**src/rtl/fp_addsub_arbiter_pkg.sv**
```systemverilog
// fp_arb_pkg: shared constants and types for the fp_addsub_arbiter slice.
//   OP_ADD / OP_SUB : encodings of dp_operation_select / req_op
//   MAX_REQ, ID_W   : requester limit and width of a requester ID
//   arb_tag_t       : one stage of the in-flight tag pipeline
package fp_arb_pkg;

    localparam logic OP_ADD = 1'b1;
    localparam logic OP_SUB = 1'b0;

    localparam int unsigned MAX_REQ = 16;
    localparam int unsigned ID_W    = 4;

    typedef struct packed {
        logic            valid;
        logic [ID_W-1:0] id;
    } arb_tag_t;

endpackage

```
**src/rtl/fp_addsub_arbiter_if.sv**
```systemverilog
// fp_addsub_arbiter_if: requester and datapath signals of the shared add/sub unit.
//   req_valid/req_ready/req_a/req_b/req_op : per-requester issue handshake (packed)
//   rsp_valid/rsp_result                   : one-hot response owner and result
//   dp_a/dp_b/dp_operation_select          : registered operands to add_sub_main
//   dp_result                              : result from add_sub_main
//   busy                                   : at least one operation in flight
// Modports: slave = the arbiter, master = requesters plus datapath side.
interface fp_addsub_arbiter_if #(
    parameter int unsigned WIDTH = 32,
    parameter int unsigned N_REQ = 4
);

    logic [N_REQ-1:0]       req_valid;
    logic [N_REQ-1:0]       req_ready;
    logic [N_REQ*WIDTH-1:0] req_a;
    logic [N_REQ*WIDTH-1:0] req_b;
    logic [N_REQ-1:0]       req_op;
    logic [N_REQ-1:0]       rsp_valid;
    logic [WIDTH-1:0]       rsp_result;
    logic [WIDTH-1:0]       dp_a;
    logic [WIDTH-1:0]       dp_b;
    logic                   dp_operation_select;
    logic [WIDTH-1:0]       dp_result;
    logic                   busy;

    modport slave (
        input  req_valid, req_a, req_b, req_op, dp_result,
        output req_ready, rsp_valid, rsp_result, dp_a, dp_b, dp_operation_select, busy
    );

    modport master (
        output req_valid, req_a, req_b, req_op, dp_result,
        input  req_ready, rsp_valid, rsp_result, dp_a, dp_b, dp_operation_select, busy
    );

endinterface

```
**src/rtl/fp_addsub_arbiter_rr_arbiter.sv**
```systemverilog
// fp_rr_arbiter: combinational grant for N_REQ requesters.
//   clk, rst      : clock, synchronous active-high reset (forces no grant)
//   i_req_valid   : request vector
//   o_grant       : one-hot grant, subset of i_req_valid
//   o_grant_any   : a grant is issued this cycle
//   o_grant_idx   : index of the granted requester
// Build option FP_ARB_ROUND_ROBIN_EN: defined = round-robin with a pointer register
// (search starts after the last grant); undefined = fixed priority, lowest index wins.
module fp_rr_arbiter
    import fp_arb_pkg::*;
#(
    parameter int unsigned N_REQ = 4
) (
    input  logic             clk,
    input  logic             rst,
    input  logic [N_REQ-1:0] i_req_valid,
    output logic [N_REQ-1:0] o_grant,
    output logic             o_grant_any,
    output logic [ID_W-1:0]  o_grant_idx
);

    logic            w_lo_found;
    logic [ID_W-1:0] w_lo_idx;

    // Lowest-index valid requester; the fallback (wrap) choice in both builds.
    always_comb begin
        w_lo_found = 1'b0;
        w_lo_idx   = '0;
        for (int i = 0; i < int'(N_REQ); i++) begin
            if (i_req_valid[i] && !w_lo_found) begin
                w_lo_found = 1'b1;
                w_lo_idx   = ID_W'(i);
            end
        end
    end

    assign o_grant_any = !rst && w_lo_found;

`ifdef FP_ARB_ROUND_ROBIN_EN
    logic [ID_W-1:0] r_ptr;
    logic            w_hi_found;
    logic [ID_W-1:0] w_hi_idx;

    // Lowest valid index strictly above the pointer; if none, wrap to w_lo_idx.
    always_comb begin
        w_hi_found = 1'b0;
        w_hi_idx   = '0;
        for (int i = 0; i < int'(N_REQ); i++) begin
            if (i_req_valid[i] && (i > int'(r_ptr)) && !w_hi_found) begin
                w_hi_found = 1'b1;
                w_hi_idx   = ID_W'(i);
            end
        end
    end

    assign o_grant_idx = w_hi_found ? w_hi_idx : w_lo_idx;

    always_ff @(posedge clk) begin
        if (rst) begin
            r_ptr <= ID_W'(N_REQ - 1);
        end else if (o_grant_any) begin
            r_ptr <= o_grant_idx;
        end
    end
`else
    logic w_unused_clk;
    assign w_unused_clk = clk;
    assign o_grant_idx  = w_lo_idx;
`endif

    always_comb begin
        o_grant = '0;
        for (int i = 0; i < int'(N_REQ); i++) begin
            o_grant[i] = o_grant_any && (o_grant_idx == ID_W'(i));
        end
    end

endmodule

```
**src/rtl/fp_addsub_arbiter.sv**
```systemverilog
// fp_addsub_arbiter: shares one add_sub_main datapath among N_REQ requesters.
//   clk, rst : clock, synchronous active-high reset
//   bus      : fp_addsub_arbiter_if.slave (issue handshake, response, datapath port, busy)
// Accepts at most one operation per cycle, registers its operands into the datapath and
// carries the requester ID through a LATENCY+1 deep tag shift register so the result
// comes back as a one-hot rsp_valid pulse. No stall: responses must be taken when shown.
// Arbitration policy selected by FP_ARB_ROUND_ROBIN_EN (see fp_rr_arbiter).
module fp_addsub_arbiter
    import fp_arb_pkg::*;
#(
    parameter int unsigned WIDTH   = 32,
    parameter int unsigned N_REQ   = 4,
    parameter int unsigned LATENCY = 1
) (
    input logic                 clk,
    input logic                 rst,
    fp_addsub_arbiter_if.slave  bus
);

    logic [N_REQ-1:0] w_grant;
    logic             w_grant_any;
    logic [ID_W-1:0]  w_grant_idx;

    logic [WIDTH-1:0] w_sel_a;
    logic [WIDTH-1:0] w_sel_b;
    logic             w_sel_op;

    logic [WIDTH-1:0] r_dp_a;
    logic [WIDTH-1:0] r_dp_b;
    logic             r_dp_op;

    arb_tag_t         r_tag [LATENCY+1];
    logic             w_busy;
    logic [N_REQ-1:0] w_rsp_valid;

    fp_rr_arbiter #(
        .N_REQ (N_REQ)
    ) u_arb (
        .clk         (clk),
        .rst         (rst),
        .i_req_valid (bus.req_valid),
        .o_grant     (w_grant),
        .o_grant_any (w_grant_any),
        .o_grant_idx (w_grant_idx)
    );

    // One-hot operand mux driven by the grant vector.
    always_comb begin
        w_sel_a  = '0;
        w_sel_b  = '0;
        w_sel_op = OP_ADD;
        for (int i = 0; i < int'(N_REQ); i++) begin
            if (w_grant[i]) begin
                w_sel_a  = bus.req_a[i*WIDTH +: WIDTH];
                w_sel_b  = bus.req_b[i*WIDTH +: WIDTH];
                w_sel_op = bus.req_op[i];
            end
        end
    end

    // Operands hold their value when nothing is granted.
    always_ff @(posedge clk) begin
        if (rst) begin
            r_dp_a  <= '0;
            r_dp_b  <= '0;
            r_dp_op <= OP_ADD;
        end else if (w_grant_any) begin
            r_dp_a  <= w_sel_a;
            r_dp_b  <= w_sel_b;
            r_dp_op <= w_sel_op;
        end
    end

    // Stage k holds the tag whose operands entered the datapath k cycles ago; the last
    // stage lines up with the cycle dp_result is valid for that operation.
    always_ff @(posedge clk) begin
        if (rst) begin
            for (int k = 0; k <= int'(LATENCY); k++) begin
                r_tag[k] <= '0;
            end
        end else begin
            r_tag[0] <= '{valid: w_grant_any, id: w_grant_idx};
            for (int k = 1; k <= int'(LATENCY); k++) begin
                r_tag[k] <= r_tag[k-1];
            end
        end
    end

    always_comb begin
        w_busy = 1'b0;
        for (int k = 0; k <= int'(LATENCY); k++) begin
            w_busy = w_busy | r_tag[k].valid;
        end
    end

    // Gated by rst so an operation accepted before reset never produces a response.
    always_comb begin
        w_rsp_valid = '0;
        for (int i = 0; i < int'(N_REQ); i++) begin
            w_rsp_valid[i] = !rst && r_tag[LATENCY].valid && (r_tag[LATENCY].id == ID_W'(i));
        end
    end

    assign bus.req_ready           = w_grant;
    assign bus.dp_a                = r_dp_a;
    assign bus.dp_b                = r_dp_b;
    assign bus.dp_operation_select = r_dp_op;
    assign bus.rsp_valid           = w_rsp_valid;
    assign bus.rsp_result          = bus.dp_result;
    assign bus.busy                = w_busy && !rst;

endmodule

```
**src/flat_wrapper.sv**
```systemverilog
// flat-port wrapper written by rule: the top's interface ports become plain ports
module fp_addsub_arbiter_flat import fp_arb_pkg::*;
#(
    parameter int unsigned WIDTH   = 32,
    parameter int unsigned N_REQ   = 4,
    parameter int unsigned LATENCY = 1
)
  (clk, rst, bus_req_valid, bus_req_a, bus_req_b, bus_req_op, bus_dp_result, bus_req_ready, bus_rsp_valid, bus_rsp_result, bus_dp_a, bus_dp_b, bus_dp_operation_select, bus_busy);
  fp_addsub_arbiter_if #(.WIDTH(WIDTH), .N_REQ(N_REQ)) bus_i ();
  input logic clk;
  input logic rst;
  input wire logic [$bits(bus_i.req_valid)-1:0] bus_req_valid;
  input wire logic [$bits(bus_i.req_a)-1:0] bus_req_a;
  input wire logic [$bits(bus_i.req_b)-1:0] bus_req_b;
  input wire logic [$bits(bus_i.req_op)-1:0] bus_req_op;
  input wire logic [$bits(bus_i.dp_result)-1:0] bus_dp_result;
  output wire logic [$bits(bus_i.req_ready)-1:0] bus_req_ready;
  output wire logic [$bits(bus_i.rsp_valid)-1:0] bus_rsp_valid;
  output wire logic [$bits(bus_i.rsp_result)-1:0] bus_rsp_result;
  output wire logic [$bits(bus_i.dp_a)-1:0] bus_dp_a;
  output wire logic [$bits(bus_i.dp_b)-1:0] bus_dp_b;
  output wire logic [$bits(bus_i.dp_operation_select)-1:0] bus_dp_operation_select;
  output wire logic [$bits(bus_i.busy)-1:0] bus_busy;
  assign bus_i.req_valid = bus_req_valid;
  assign bus_i.req_a = bus_req_a;
  assign bus_i.req_b = bus_req_b;
  assign bus_i.req_op = bus_req_op;
  assign bus_i.dp_result = bus_dp_result;
  assign bus_req_ready = bus_i.req_ready;
  assign bus_rsp_valid = bus_i.rsp_valid;
  assign bus_rsp_result = bus_i.rsp_result;
  assign bus_dp_a = bus_i.dp_a;
  assign bus_dp_b = bus_i.dp_b;
  assign bus_dp_operation_select = bus_i.dp_operation_select;
  assign bus_busy = bus_i.busy;
  fp_addsub_arbiter #(.WIDTH(WIDTH), .N_REQ(N_REQ), .LATENCY(LATENCY)) u_core (.clk(clk), .rst(rst), .bus(bus_i));
endmodule
```
**config.mk**
```make
export PLATFORM = sky130hd
export DESIGN_NAME = fp_addsub_arbiter_flat
export DESIGN_NICKNAME = d
export VERILOG_FILES = /design/src/rtl/fp_addsub_arbiter_pkg.sv /design/src/rtl/fp_addsub_arbiter_if.sv /design/src/rtl/fp_addsub_arbiter_rr_arbiter.sv /design/src/rtl/fp_addsub_arbiter.sv /design/src/flat_wrapper.sv
export SDC_FILE = /design/constraint.sdc
export NUM_CORES = 1
export LEC_CHECK = 0
export CORE_AREA = 2 2 156 158
export DETAILED_ROUTE_END_ITERATION = 8
export DIE_AREA = 0 0 158 160
export DONT_BUFFER_PORTS = 1
export PLACE_DENSITY = 0.41
export RECOVER_POWER = 50
export SYNTH_ARGS = -nofsm -noshare
export SYNTH_HDL_FRONTEND = slang
export SYNTH_SLANG_ARGS = --single-unit
```
**constraint.sdc**
```tcl
create_clock -name clk -period 1.25 [get_ports clk]
set_input_delay 0.0625 -clock clk [delete_from_list [all_inputs] [get_ports clk]]
set_output_delay 0.0625 -clock clk [all_outputs]
set_load 0.01 [all_outputs]
```
==> impl_metrics.json <==
{
  "syn_area_sq_mm": 0.00559,
  "syn2layout_area_growth_pct": 17.6,
  "ys_async_sr_fraction_pct": 0,
  "p_int_mw": 4.98,
  "cts-htree-levels": 3,
  "core_sq_mm": 0.0238,
  "switching_share_pct": 25.6,
  "clkPwrFrac_pct": 44.3,
  "nets": 1013,
  "dr_total_vias": 5279,
  "max_freq_mhz": 801,
  "finalHoldViolCount": 59,
  "violations": "hold timing",
  "critPathRequiredTime_ns": 1.48,
  "synth_seq_area_share_pct": 25.4,
  "synthTopCellsByCount": "129 x a21oi_1, 71 x dfxtp_1, 69 x nor2b_1",
  "p_sw_mw": 1.72,
  "outcome": "complete, but fails checks",
  "drc": 0,
  "clock-sinks": 71,
  "routabilityCongestion": 0.739,
  "fp.dieArea_sq_mm": 0.0253,
  "antenna_found_initial": 1,
  "rows": 57,
  "cts_root_buffer": "clkbuf_16",
  "final_core_util_pct": 27.6,
  "clk_pin_slew_ns": 0.07,
  "syn-num-nets": 1019,
  "pwr-share-comb_pct": 15.5,
  "grt_usage_pct": 13.9,
  "path_class": "in -> reg",
  "setup_slack_ns": 0.000850,
  "start_util_pct": 23.5,
  "total_power_mw": 6.70,
  "ys_warn_count": 0,
  "synth_area_leaders": "dfxtp_1 25%, a21oi_1 12%, mux2i_1 11%",
  "ant_nets": 0,
  "regArea_sq_mm": 0.00142,
  "ir_drop_uv": 365,
  "synth_flop_cell": "dfxtp_1",
  "cpMostUsedCell": "dlygate4sd3_1",
  "grt.overflow.total": 0,
  "yosys.area_share.simple_pct": 30.0,
  "io_pins": 404,
  "slowest_delay_ns": 0.56,
  "cts_buffer_depth": 2,
  "ys_types": 26,
  "yosys.area.top_type": "dfxtp_1",
  "critPathSlowestCell": "dlygate4sd3_1",
  "cts_tree": "built",
  "grtUsageMet1_pct": 15.8,
  "drtPass1Iterations": 4,
  "wl_per_cell_um": 18.1,
  "nFillCells": 2595,
  "setup_tns_ns": 0,
  "cp_cell_sequence": "dlygate4sd3_1 > nand2b_1 > dlygate4sd3_1 > and3_4",
  "place_hpwl_um": 11700,
  "synthAdderAreaFrac_pct": 0,
  "synth_compound_area_share_pct": 20.6,
  "met2_usage_pct": 24.6,
  "synth_mux_area_share_pct": 11.7,
  "critical_path.max_fanout": 1,
  "max_slew.worst_pin.slew_ns": 0.414,
  "grt_pass1_wl_um": 27700,
  "synthDominantCellAreaShare_pct": 25.4,
  "synth-edff-count": 0,
  "drt-initial-drc-count": 338,
  "io_buffers": 0,
  "start_kind": "input port",
  "synth-xor-area-share_pct": 0,
  "ys_ff_latch": 71,
  "avgSynthCellArea_sq_um": 7.75,
  "multi_input_area_sq_mm": 0.00351,
  "die_y_um": 160,
  "numCtsBuffers": 9,
  "maxCapViolCount": 0,
  "min_period_ns": 1.25,
  "timing.hold.ws_ns": -0.0501,
  "leakagePower_nw": 2.59,
  "grt_setup_unrepaired": "false",
  "wl_um": 18900,
  "clk_latency_ns": 0.34,
  "grt_max_degree": 137,
  "grt_pass1_vias": 5015,
  "drive_gt1_share_pct": 5.28,
  "slew_viol_final": 0,
  "arrival_ns": 1.48,
  "die_width_um": 158,
  "synth_top_family_by_area": "simple AND/OR/NAND/NOR gates",
  "maxSlewHeadroom_pct": 72.1,
  "power_frac_seq_pct": 40.2,
  "hold_path_class": "in -> reg",
  "power-per-cell-area_mw_per_mm2": 1020,
  "post-route-period-util_pct": 99.9,
  "syn_inst": 721,
  "place_worst_setup_slack_ns": 0.199,
  "busiest_layer": "met2",
  "via_per_inst": 5.05,
  "use_met3_pct": 4.23,
  "skew_ns": 0.00758,
  "setup_viol": 0,
  "cp-end-kind": "register",
  "yosysMostFrequentCell": "a21oi_1"
}
-- power by group through the flow --
stage	clock network, mW	logic [mW]	registers, mW
2_1_floorplan	0	1.12	2.69
3_3_place_gp	0	0.847	2.75
3_5_place_dp	0	0.848	2.74
4_1_cts	3.10	1.02	2.70
5_1_grt	3.21	1.17	2.72
6_report	2.97	1.04	2.69
-- cell usage in the layout (no fill, tap or decap), types with 2 or more instances in the layout --
| cell | instances |
|---|---|
| a21oi_1 | 128 |
| and3_1 | 64 |
| buf_12 | 2 |
| buf_4 | 9 |
| bufinv_16 | 2 |
| clkbuf_16 | 9 |
| clkbuf_8 | 2 |
| clkinvlp_4 | 2 |
| dfxtp_1 | 69 |
| dfxtp_2 | 2 |
| dlygate4sd3_1 | 78 |
| mux2i_1 | 64 |
| nand2_1 | 2 |
| nand2b_1 | 64 |
| nand3_1 | 2 |
| nor2_1 | 5 |
| nor2b_1 | 68 |
| nor3_1 | 65 |
| o31ai_1 | 64 |
-- critical path: cells and delay by family --
kind	cells	cell delay, ns
buffers and inverters	2	1.10
and+or+nand+nor	2	0.32
-- final cells by class --
cell class / instances / area share (%)
antenna: 1 / 0.0381
clock buffer: 11 / 3.85
clock inverter: 5 / 1.22
multi-input combinational: 543 / 53.5
sequential: 71 / 21.7
tap: 324 / 6.17
timing repair buffer: 90 / 13.6
-- path summary, 6_finish.rpt --
path	start	to	slack, ns	cells after the start
max	bus_req_a[7]	u_core.bus.dp_a[7]$_SDFFE_PP0P_	0.0008	4
min	bus_req_b[16]	u_core.bus.dp_b[16]$_SDFFE_PP0P_	-0.05	2
min reg2reg	u_core.bus.dp_b[29]$_SDFFE_PP0P_	u_core.bus.dp_b[29]$_SDFFE_PP0P_	0.72	3
max reg2reg	u_core.bus.dp_operation_select$_SDFFE_PP1P_	u_core.bus.dp_operation_select$_SDFFE_PP1P_	0.06	3
-- metal layers --
| metal | part of all wire, % | routed length, um |
|---|---|---|
| met4 | 1.8 | 335 |
| met3 | 8.4 | 1590 |
| met2 | 49 | 9330 |
| met1 | 41 | 7670 |
| met5 | 0 | 0 |
-- metrics by stage --
step	cell area, sq um	cells
CTS	6450	1033
global placement	5420	949
global route	6570	1045
floorplan	5590	721
detailed placement	5420	949
finish	6570	1045
-- sequential cells by signal, summed over array words and instances (netlist names) --
name	cells
u_core.bus.dp_a	32
u_core.bus.dp_b	32
u_core.r_tag	6
u_core.bus.dp_operation_select	1
-- logic make-up (layout without fill, tap and decap cells) --
kind of cell	count (synthesis)	in the layout
other	0	1
buffers and inverters	107	106
AND/OR/NAND/NOR	282	282
AO/OA/AOI/OAI	196	196
multiplexers	65	65
flip-flops	71	71
-- repair_timing --
| action | CTS | global route |
|---|---|---|
| setup buffers | 0 | 1 |
| hold endpoints to repair | 70 | 64 |
| resized for setup | 3 | 6 |
| hold buffers | 68 | 10 |
| setup endpoints to repair | 3 | 6 |
| pin swaps | 0 | 0 |
Power figures use the tool's default switching activity.
